**config.mk**
```make
export PLATFORM = sky130hd
export DESIGN_NAME = rsc_encoder_flat
export DESIGN_NICKNAME = d
export VERILOG_FILES = /design/src/rtl/rsc_encoder_if.sv /design/src/rtl/rsc_encoder.sv /design/src/flat_wrapper.sv
export SDC_FILE = /design/constraint.sdc
export NUM_CORES = 1
export LEC_CHECK = 0
export CAP_MARGIN = 30
export CORE_MARGIN = 2
export CORE_UTILIZATION = 45
export DETAILED_ROUTE_END_ITERATION = 12
export DONT_BUFFER_PORTS = 1
export GPL_TIMING_DRIVEN = 0
export HOLD_SLACK_MARGIN = 0.06
export REMOVE_ABC_BUFFERS = 1
export SLEW_MARGIN = 10
export SYNTH_ARGS = -nofsm -noshare
export SYNTH_HDL_FRONTEND = slang
export SYNTH_SLANG_ARGS = --single-unit
```
**constraint.sdc**
```tcl
create_clock -name clk -period 5.2 [get_ports clk]
set_clock_uncertainty 0.15 [all_clocks]
set_input_delay 0.26 -clock clk [delete_from_list [all_inputs] [get_ports clk]]
set_output_delay 0.26 -clock clk [all_outputs]
set_load 0.05 [all_outputs]
```
**src/rtl/rsc_encoder_if.sv**
```systemverilog
// Byte-in / bit-pair-out stream bundle for the RSC encoder.
// slave: encoder side; master: byte source plus bit consumer.
interface rsc_encoder_if;
  logic [7:0] in;
  logic       in_valid;
  logic       in_ready;
  logic       out_valid;
  logic       out_sys;
  logic       out_par;
  logic       out_last;

  modport slave (
    input  in,
    input  in_valid,
    output in_ready,
    output out_valid,
    output out_sys,
    output out_par,
    output out_last
  );

  modport master (
    output in,
    output in_valid,
    input  in_ready,
    input  out_valid,
    input  out_sys,
    input  out_par,
    input  out_last
  );
endinterface

```
**src/rtl/rsc_encoder.sv**
```systemverilog
// RSC constituent encoder, g0=1+D^2+D^3 (fb), g1=1+D+D^3 (ff).
// Ports: clk, reset (sync, active-low), bus (rsc_encoder_if.slave):
//   in/in_valid/in_ready byte input; out_valid/out_sys/out_par/out_last.
// Bytes are serialised LSB first, one sys/par pair per clock.
// Optional macro RSC_TAIL_EN: 3 trellis-termination bits per frame.
module rsc_encoder #(
  parameter int FRAME_BYTES = 4
) (
  input logic         clk,
  input logic         reset,
  rsc_encoder_if.slave bus
);

  localparam int BW = (FRAME_BYTES > 1) ? $clog2(FRAME_BYTES) : 1;
  localparam logic [BW-1:0] LAST = BW'(FRAME_BYTES - 1);

  typedef enum logic [1:0] {
    IDLE,
    ENC,
    WAIT,
    TAIL
  } state_t;

  state_t state;
  state_t nxt;

  logic [2:0]    s;
  logic [7:0]    data;
  logic [BW-1:0] byte_cnt;
  logic [2:0]    bit_cnt;

  logic rdy;
  logic accept;
  logic bit_end;
  logic last_byte;
  logic enc_step;
  logic last_bit;
  logic u;
  logic a;
  logic z;

  logic ov;
  logic osys;
  logic opar;
  logic olast;

  always_ff @(posedge clk) begin
    if (!reset) state <= IDLE;
    else        state <= nxt;
  end

  always_comb begin
    nxt = state;
    unique case (state)
      IDLE: if (accept) nxt = ENC;
      ENC: begin
        if (bit_end) begin
          if (last_byte) begin
`ifdef RSC_TAIL_EN
            nxt = TAIL;
`else
            nxt = IDLE;
`endif
          end else if (!accept) begin
            nxt = WAIT;
          end
        end
      end
      WAIT: if (accept) nxt = ENC;
      TAIL: if (bit_cnt == 3'd2) nxt = IDLE;
      default: nxt = IDLE;
    endcase
  end

  always_comb begin
    bit_end   = (bit_cnt == 3'd7);
    last_byte = (byte_cnt == LAST);
    rdy       = 1'b0;
    unique case (1'b1)
      state == IDLE: rdy = 1'b1;
      state == WAIT: rdy = 1'b1;
      state == ENC:  rdy = bit_end && !last_byte;
      default:       rdy = 1'b0;
    endcase
    accept   = bus.in_valid && rdy;
    enc_step = (state == ENC) || (state == TAIL);
    // tail input cancels the feedback so a=0 and the state drains
    u = (state == TAIL) ? (s[1] ^ s[2]) : data[bit_cnt];
    a = u ^ s[1] ^ s[2];
    z = a ^ s[0] ^ s[2];
`ifdef RSC_TAIL_EN
    last_bit = (state == TAIL) && (bit_cnt == 3'd2);
`else
    last_bit = (state == ENC) && bit_end && last_byte;
`endif
  end

  always_ff @(posedge clk) begin
    if (!reset) begin
      s        <= '0;
      data     <= '0;
      byte_cnt <= '0;
      bit_cnt  <= '0;
      ov       <= 1'b0;
      osys     <= 1'b0;
      opar     <= 1'b0;
      olast    <= 1'b0;
    end else begin
      ov    <= enc_step;
      osys  <= enc_step & u;
      opar  <= enc_step & z;
      olast <= last_bit;
      if (enc_step) begin
        s       <= {s[1:0], a};
        bit_cnt <= bit_cnt + 3'd1;
      end
      if ((state == ENC) && bit_end && last_byte)
        byte_cnt <= '0;
      if (accept) begin
        data    <= bus.in;
        bit_cnt <= '0;
        if (state == IDLE) begin
          s        <= '0;
          byte_cnt <= '0;
        end else begin
          byte_cnt <= byte_cnt + 1'b1;
        end
      end
    end
  end

  assign bus.in_ready  = rdy;
  assign bus.out_valid = ov;
  assign bus.out_sys   = osys;
  assign bus.out_par   = opar;
  assign bus.out_last  = olast;

endmodule

```
**src/flat_wrapper.sv**
```systemverilog
// flat-port wrapper written by rule: the top's interface ports become plain ports
module rsc_encoder_flat 
#(
  parameter int FRAME_BYTES = 4
)
  (clk, reset, bus_in, bus_in_valid, bus_in_ready, bus_out_valid, bus_out_sys, bus_out_par, bus_out_last);
  rsc_encoder_if bus_i ();
  input logic clk;
  input logic reset;
  input wire logic [$bits(bus_i.in)-1:0] bus_in;
  input wire logic [$bits(bus_i.in_valid)-1:0] bus_in_valid;
  output wire logic [$bits(bus_i.in_ready)-1:0] bus_in_ready;
  output wire logic [$bits(bus_i.out_valid)-1:0] bus_out_valid;
  output wire logic [$bits(bus_i.out_sys)-1:0] bus_out_sys;
  output wire logic [$bits(bus_i.out_par)-1:0] bus_out_par;
  output wire logic [$bits(bus_i.out_last)-1:0] bus_out_last;
  assign bus_i.in = bus_in;
  assign bus_i.in_valid = bus_in_valid;
  assign bus_in_ready = bus_i.in_ready;
  assign bus_out_valid = bus_i.out_valid;
  assign bus_out_sys = bus_i.out_sys;
  assign bus_out_par = bus_i.out_par;
  assign bus_out_last = bus_i.out_last;
  rsc_encoder #(.FRAME_BYTES(FRAME_BYTES)) u_core (.clk(clk), .reset(reset), .bus(bus_i));
endmodule
```
# --- Word level (Yosys, flattened, before mapping) ---
# Cells that the tools add are included.
# W data, S select, Z words.
totals:
  register_bits: 22
  in_bits: 11
  out_inout_bits: 5
  word_cells: 57
classes:
  addsub: 2
  order_cmp: 1
  eq_ne: 10
  muxes: 16
  n_bitwise: 8
  reduce_logical: 11
op_table:
  columns: ["op", "n"]
  rows:
  - ["$mux W2", 8]
  - ["$mux W3", 3]
  - ["$eq A2 B2 Y1 const B", 3]
  - ["$ne A2 B1 Y1 const B", 3]
  - ["$pmux W2 S3", 1]
  - ["$xor A1 B1 Y1", 5]
  - ["$logic_and A1 B1 Y1", 4]
  - ["$lt A3 B4 Y1 const B", 1]
  - ["$reduce_and A4 Y1", 1]
  - ["$reduce_or A2 Y1", 2]
  - ["$add A3 B1 Y3 const B", 1]
  - ["$bmux W1 S3", 1]
  - ["$eq A3 B2 Y1 const B", 1]
  - ["$eq A3 B3 Y1 const B", 1]
  - ["$ne A3 B3 Y1 const B", 1]
  - ["$add A2 B1 Y2 const B", 1]
  - ["$and A1 B1 Y1", 2]
  - ["$eq A2 B1 Y1 const B", 1]
  - ["$logic_not A2 Y1", 1]
  - ["$mux W1", 2]
  - ["$pmux W1 S2", 1]
  - ["$reduce_bool A2 Y1", 1]
  - ["$logic_not A1 Y1", 1]
  - ["$logic_or A1 B1 Y1", 1]
  - ["$not A1 Y1", 1]

# --- Logic depth before layout (Yosys ltp) ---
logic_depth:
  word_depth: 9
  ltp_mapped: 7
  depth_no_buf: 6

# --- Least setup slack after synthesis ---
# No wires, ideal clock.
synth_path:
  path_type: "register to register"
  startpoint: "reg u_core.bit_cnt[1]"
  endpoint: "reg u_core.byte_cnt[1]"
  arrival_ns: 2.411
  setup_slack_ns: 2.566
  stages_incl_launch_ff: 7
  synth_period_minus_slack_ns: 2.634
  cell_sequence: "dfxtp_1 > ha_1 > ha_1 > nand2b_1 > o21ai_0 > o2111ai_1 > a21oi_1"
synth_via:
  elab_chain_len: 5
synth_lines:
  columns: ["element", "line_no", "source"]
  rows:
  - ["from (decl)", "rsc_encoder.sv:30", "logic [2:0] bit_cnt;"]
  - ["from (signal assigned)", "rsc_encoder.sv:115", "bit_cnt <= bit_cnt + 3'd1;"]
  - ["$eq A3 B3 Y1 (*)", "rsc_encoder.sv:76", "bit_end = (bit_cnt == 3'd7);"]
  - ["$logic_and A1 B1 Y1 (*)", "rsc_encoder.sv:82", "state == ENC: rdy = bit_end && !last_byte;"]
  - ["$pmux W1 S2 (*)", "rsc_encoder.sv:79", "unique case (1'b1)"]
  - ["via bus_in_ready", "flat_wrapper.sv:12", "output wire logic [$bits(bus_i.in_ready)-1:0] bus_in_ready;"]
  - ["$logic_and A1 B1 Y1 (*)", "rsc_encoder.sv:85", "accept = bus.in_valid && rdy;"]
  - ["$mux W2 or $reduce_bool A2 Y1 (tied branches)", null, null]
  - ["to (signal assigned)", "rsc_encoder.sv:126", "byte_cnt <= byte_cnt + 1'b1;"]
  - ["to (decl)", "rsc_encoder.sv:29", "logic [BW-1:0] byte_cnt;"]
# Mark *: on every way through the listed nets, which the timed path passes. The rest lies on a longest branch.
# A chain may end at the register's enable or synchronous reset.

# --- Final worst setup path ---
layout_path:
  startpoint: "reg u_core.bit_cnt[0]"
  endpoint: "reg u_core.state[0]"
layout_via:
  elab_chain_len: 6
layout_lines:
  columns: ["element", "line_no", "source"]
  rows:
  - ["$eq A3 B3 Y1", "rsc_encoder.sv:76", null]
  - ["$logic_and A1 B1 Y1", "rsc_encoder.sv:82", null]
  - ["$pmux W1 S2", "rsc_encoder.sv:79", null]
  - ["$logic_and A1 B1 Y1", "rsc_encoder.sv:85", null]
  - ["$ne A3 B3 Y1 (no line) or $ne A2 B1 Y1 (tied branches)", null, null]
  - ["$reduce_and A4 Y1 (no line) (*)", null, null]
  - ["to (signal assigned)", "rsc_encoder.sv:49", "else state <= nxt;"]
  - ["to (decl)", "rsc_encoder.sv:24", "state_t state;"]
# Every way passes the cells marked *; elsewhere a longest branch is shown, timed or not.

==> results.cfg <==
[outcome]
outcome = finished, final reports clean

[worst_setup_path]
critPathArrivalTime_ps = 2320
crit_slowest_cell = dlygate4sd3_1
r2r-end = u_core.state[0]
cp_top_family = buffers and inverters
cp_cell_sequence = ha_1 > ha_1 > inv_1 > a221oi_1 > a21oi_1 > o21a_1 > dlygate4sd3_1
critPathMaxStageDelay_ps = 540
worstSetupStartpointType = flip-flop
path_depth = 7
crit_end = u_core.state[0]
reg2reg_from = u_core.bit_cnt[0]
cp_max_fo = 5
end_kind = flip-flop
cp_num_buf_inv = 2
rrSetupSlack_ps = 2930
crit_path_frequent_cell = ha_1
ff2ff_path_depth = 7
crit_required_ps = 5260
cp-startpoint = u_core.bit_cnt[0]
worstSetupPathType = flip-flop to flip-flop

[logic_synthesis]
yosys-top-cells-count = dfxtp_1 (22), nor2_1 (12), mux2i_1 (9)
synth_warnings = 0
postSynth.asyncResetShare_pct = 0
synthesis.area_mm2 = 0.00108
synthCells = 115
synth_most_common_cell = dfxtp_1
synth_edf_count = 0
ys_ff_latch = 22
avgSynthCellArea_um2 = 9.37
synth_area_leader_cell = dfxtp_1
yosysTopAreaCellShare_pct = 40.9
ys_types = 32
synthFlopType = dfxtp_1
synth_area_leaders = dfxtp_1 (41%), mux2i_1 (8.4%), mux4_1 (4.9%), ha_1 (4.6%), nor2_1 (4.2%)
yosysSeqAreaShare_pct = 40.9

[clock_network]
worstSkewPairLatency_ps = 300
cts_buffer_depth = 2
cts_root_buf = clkbuf_4
tritoncts = yes
cts_made_buffers = 3
cts_sinks = 22
post_cts_buffers = 0
cts.clk_slew.worst_paths_ps = 120
htreeDepth = 1

[layout]
area_growth_pct = 16.7
final_cells = 156
drive_above_1_share_pct = 7.81
num-nets-final = 144
n_antenna_cell = 0
design_area_mm2 = 0.00126

[global_routing]
use_met3_pct = 5.93
met1_usage_pct = 21.1
grt_pass1_wl_mm = 3.54
grtUsageTotal_pct = 17.3
grtUsageMet2_pct = 29.4
grt_max_degree = 22
antenna_found_initial = 0
busiest_layer = met2
grt_pass1_vias = 839
gr-total-overflow = 0

[pwr]
fin_total_pwr_mw = 0.321
p_leak_nw = 0.514
power_frac_seq_pct = 58.2
ir_drop_mv = 0.204
power_density_mw_per_mm2 = 256
power_frac_comb_pct = 13.0
p_switching_mw = 0.0811
clock_power_share_pct = 28.8
intPower_mw = 0.240
p_sw_share_pct = 25.2

[sta]
rsz0062_at_grt = false
drv_slew = 0
fmax_ghz = 0.441
setup_viol = 0
slew_headroom_pct = 54.6
whs_ps = 72.5
hold_viol_final = 0
worst_slew_pin_slew_ps = 680
min_period_over_period_pct = 43.6
fin_setup_tns_ps = 0
fin_crit_ps = 2270

[hold_path]
holdCritStartpoint = bus_in_valid
hold_class = input port to flip-flop

[job]
max_cap_violations = 0

[route]
viasPerCell = 5.29
wl_per_cell_um = 12.6
ant_nets = 0
routed_wirelength_mm = 1.97
route.detailed.drc = 0
first_iter_violations = 14
num_vias = 825
firstDrtPassIters = 3

[die]
placementRows = 17
dieArea_mm2 = 0.00280
io_pins = 16
die_w_um = 52.9
initial_core_util_pct = 48.2
dieHeight_um = 52.9
coreArea_mm2 = 0.00223

[placed_design]
port_buffers = 0
hpwl_mm = 1.33
placed_area_mm2 = 0.00111
dp.cells = 141
finalWeightedCongestion = 0.744
through the flow:
stage	utilization [%]	setup WS [ps]
finish	56.3	2930
global route	56.3	2770
global placement	48.9	2180
detailed placement	49.7	3150
CTS	56.3	2940
floorplan	-	2570
power by group through the flow:
stage | combinational, mW | sequential (mW) | clock [mW]
after CTS | 0.0419 | 0.187 | 0.0956
after global routing | 0.0471 | 0.189 | 0.104
after floorplan | 0.0279 | 0.189 | 0
after detailed placement | 0.0340 | 0.191 | 0
after global placement | 0.0313 | 0.191 | 0
final | 0.0418 | 0.187 | 0.0924
worst min path at each step:
stage	endpoint	slack (ps)	depth (start not counted)
6_report	u_core.state[1]	70	3
5_1_grt	u_core.state[1]	60	3
4_1_cts	u_core.state[1]	60	3
3_5_place_dp	u_core.state[0]	230	1
3_3_place_gp	u_core.state[0]	230	1
2_1_floorplan	u_core.state[0]	230	1
cell usage in the layout (no fill, tap or decap), types with 2 or more instances in the layout:
master | Yosys | layout
a21oi_1 | 8 | 8
ha_1 | 4 | 4
mux2i_1 | 9 | 9
nand2_1 | 6 | 6
o21ai_1 | 1 | 3
buf_4 | 0 | 2
nand3_1 | 6 | 6
inv_1 | 7 | 7
mux4_1 | 2 | 2
nor2_1 | 12 | 12
nand2b_1 | 4 | 4
xnor2_1 | 3 | 3
dlygate4sd3_1 | 0 | 11
nor2b_1 | 4 | 4
dfxtp_1 | 22 | 22
o2111ai_1 | 2 | 2
a211oi_1 | 3 | 3
clkbuf_4 | 0 | 3
or3_1 | 2 | 2
layer usage:
layer,vias to the layer above,share of wire (%)
met5,-,0
met4,0,0.66
met3,2,3.4
met2,12,47
met1,375,49
li1,436,-
cells by family after synthesis:
| family | after synthesis | synth area share, % |
|---|---|---|
| buffers and inverters | 12 | 4.30 |
| multiplexers | 12 | 15.3 |
| XOR/XNOR | 3 | 2.44 |
| flip-flops | 22 | 40.9 |
| AND/OR/NAND/NOR | 39 | 18.0 |
| AO/OA/AOI/OAI | 23 | 14.4 |
| adder cells (fa/ha/maj) | 4 | 4.65 |
state kept, by name, summed over array words and instances, names as in the netlist, 2 cells and up:
signal,cells
u_core.data,8
u_core.bit_cnt,3
u_core.s,3
u_core.byte_cnt,2
u_core.state,2
layout make-up:
cell class / instances / area, um2
timing repair buffer: 14 / 129
sequential: 22 / 440
inverter: 7 / 26.3
multi-input combinational: 81 / 591
tap: 28 / 35.0
fill: 199 / 976
clock buffer: 4 / 36.3
tightest hold or removal path, cell delays in order:
cell and delay, ps:
or2_2 80, a21bo_2 110, a21oi_1 50
timing repair:
item / in CTS / in global routing
endpoints found under the hold margin: 20 / 0
hold buffers: 11 / 0
gates resized for setup: 0 / 0
Note: power is estimated with default switching activity, not from simulation.
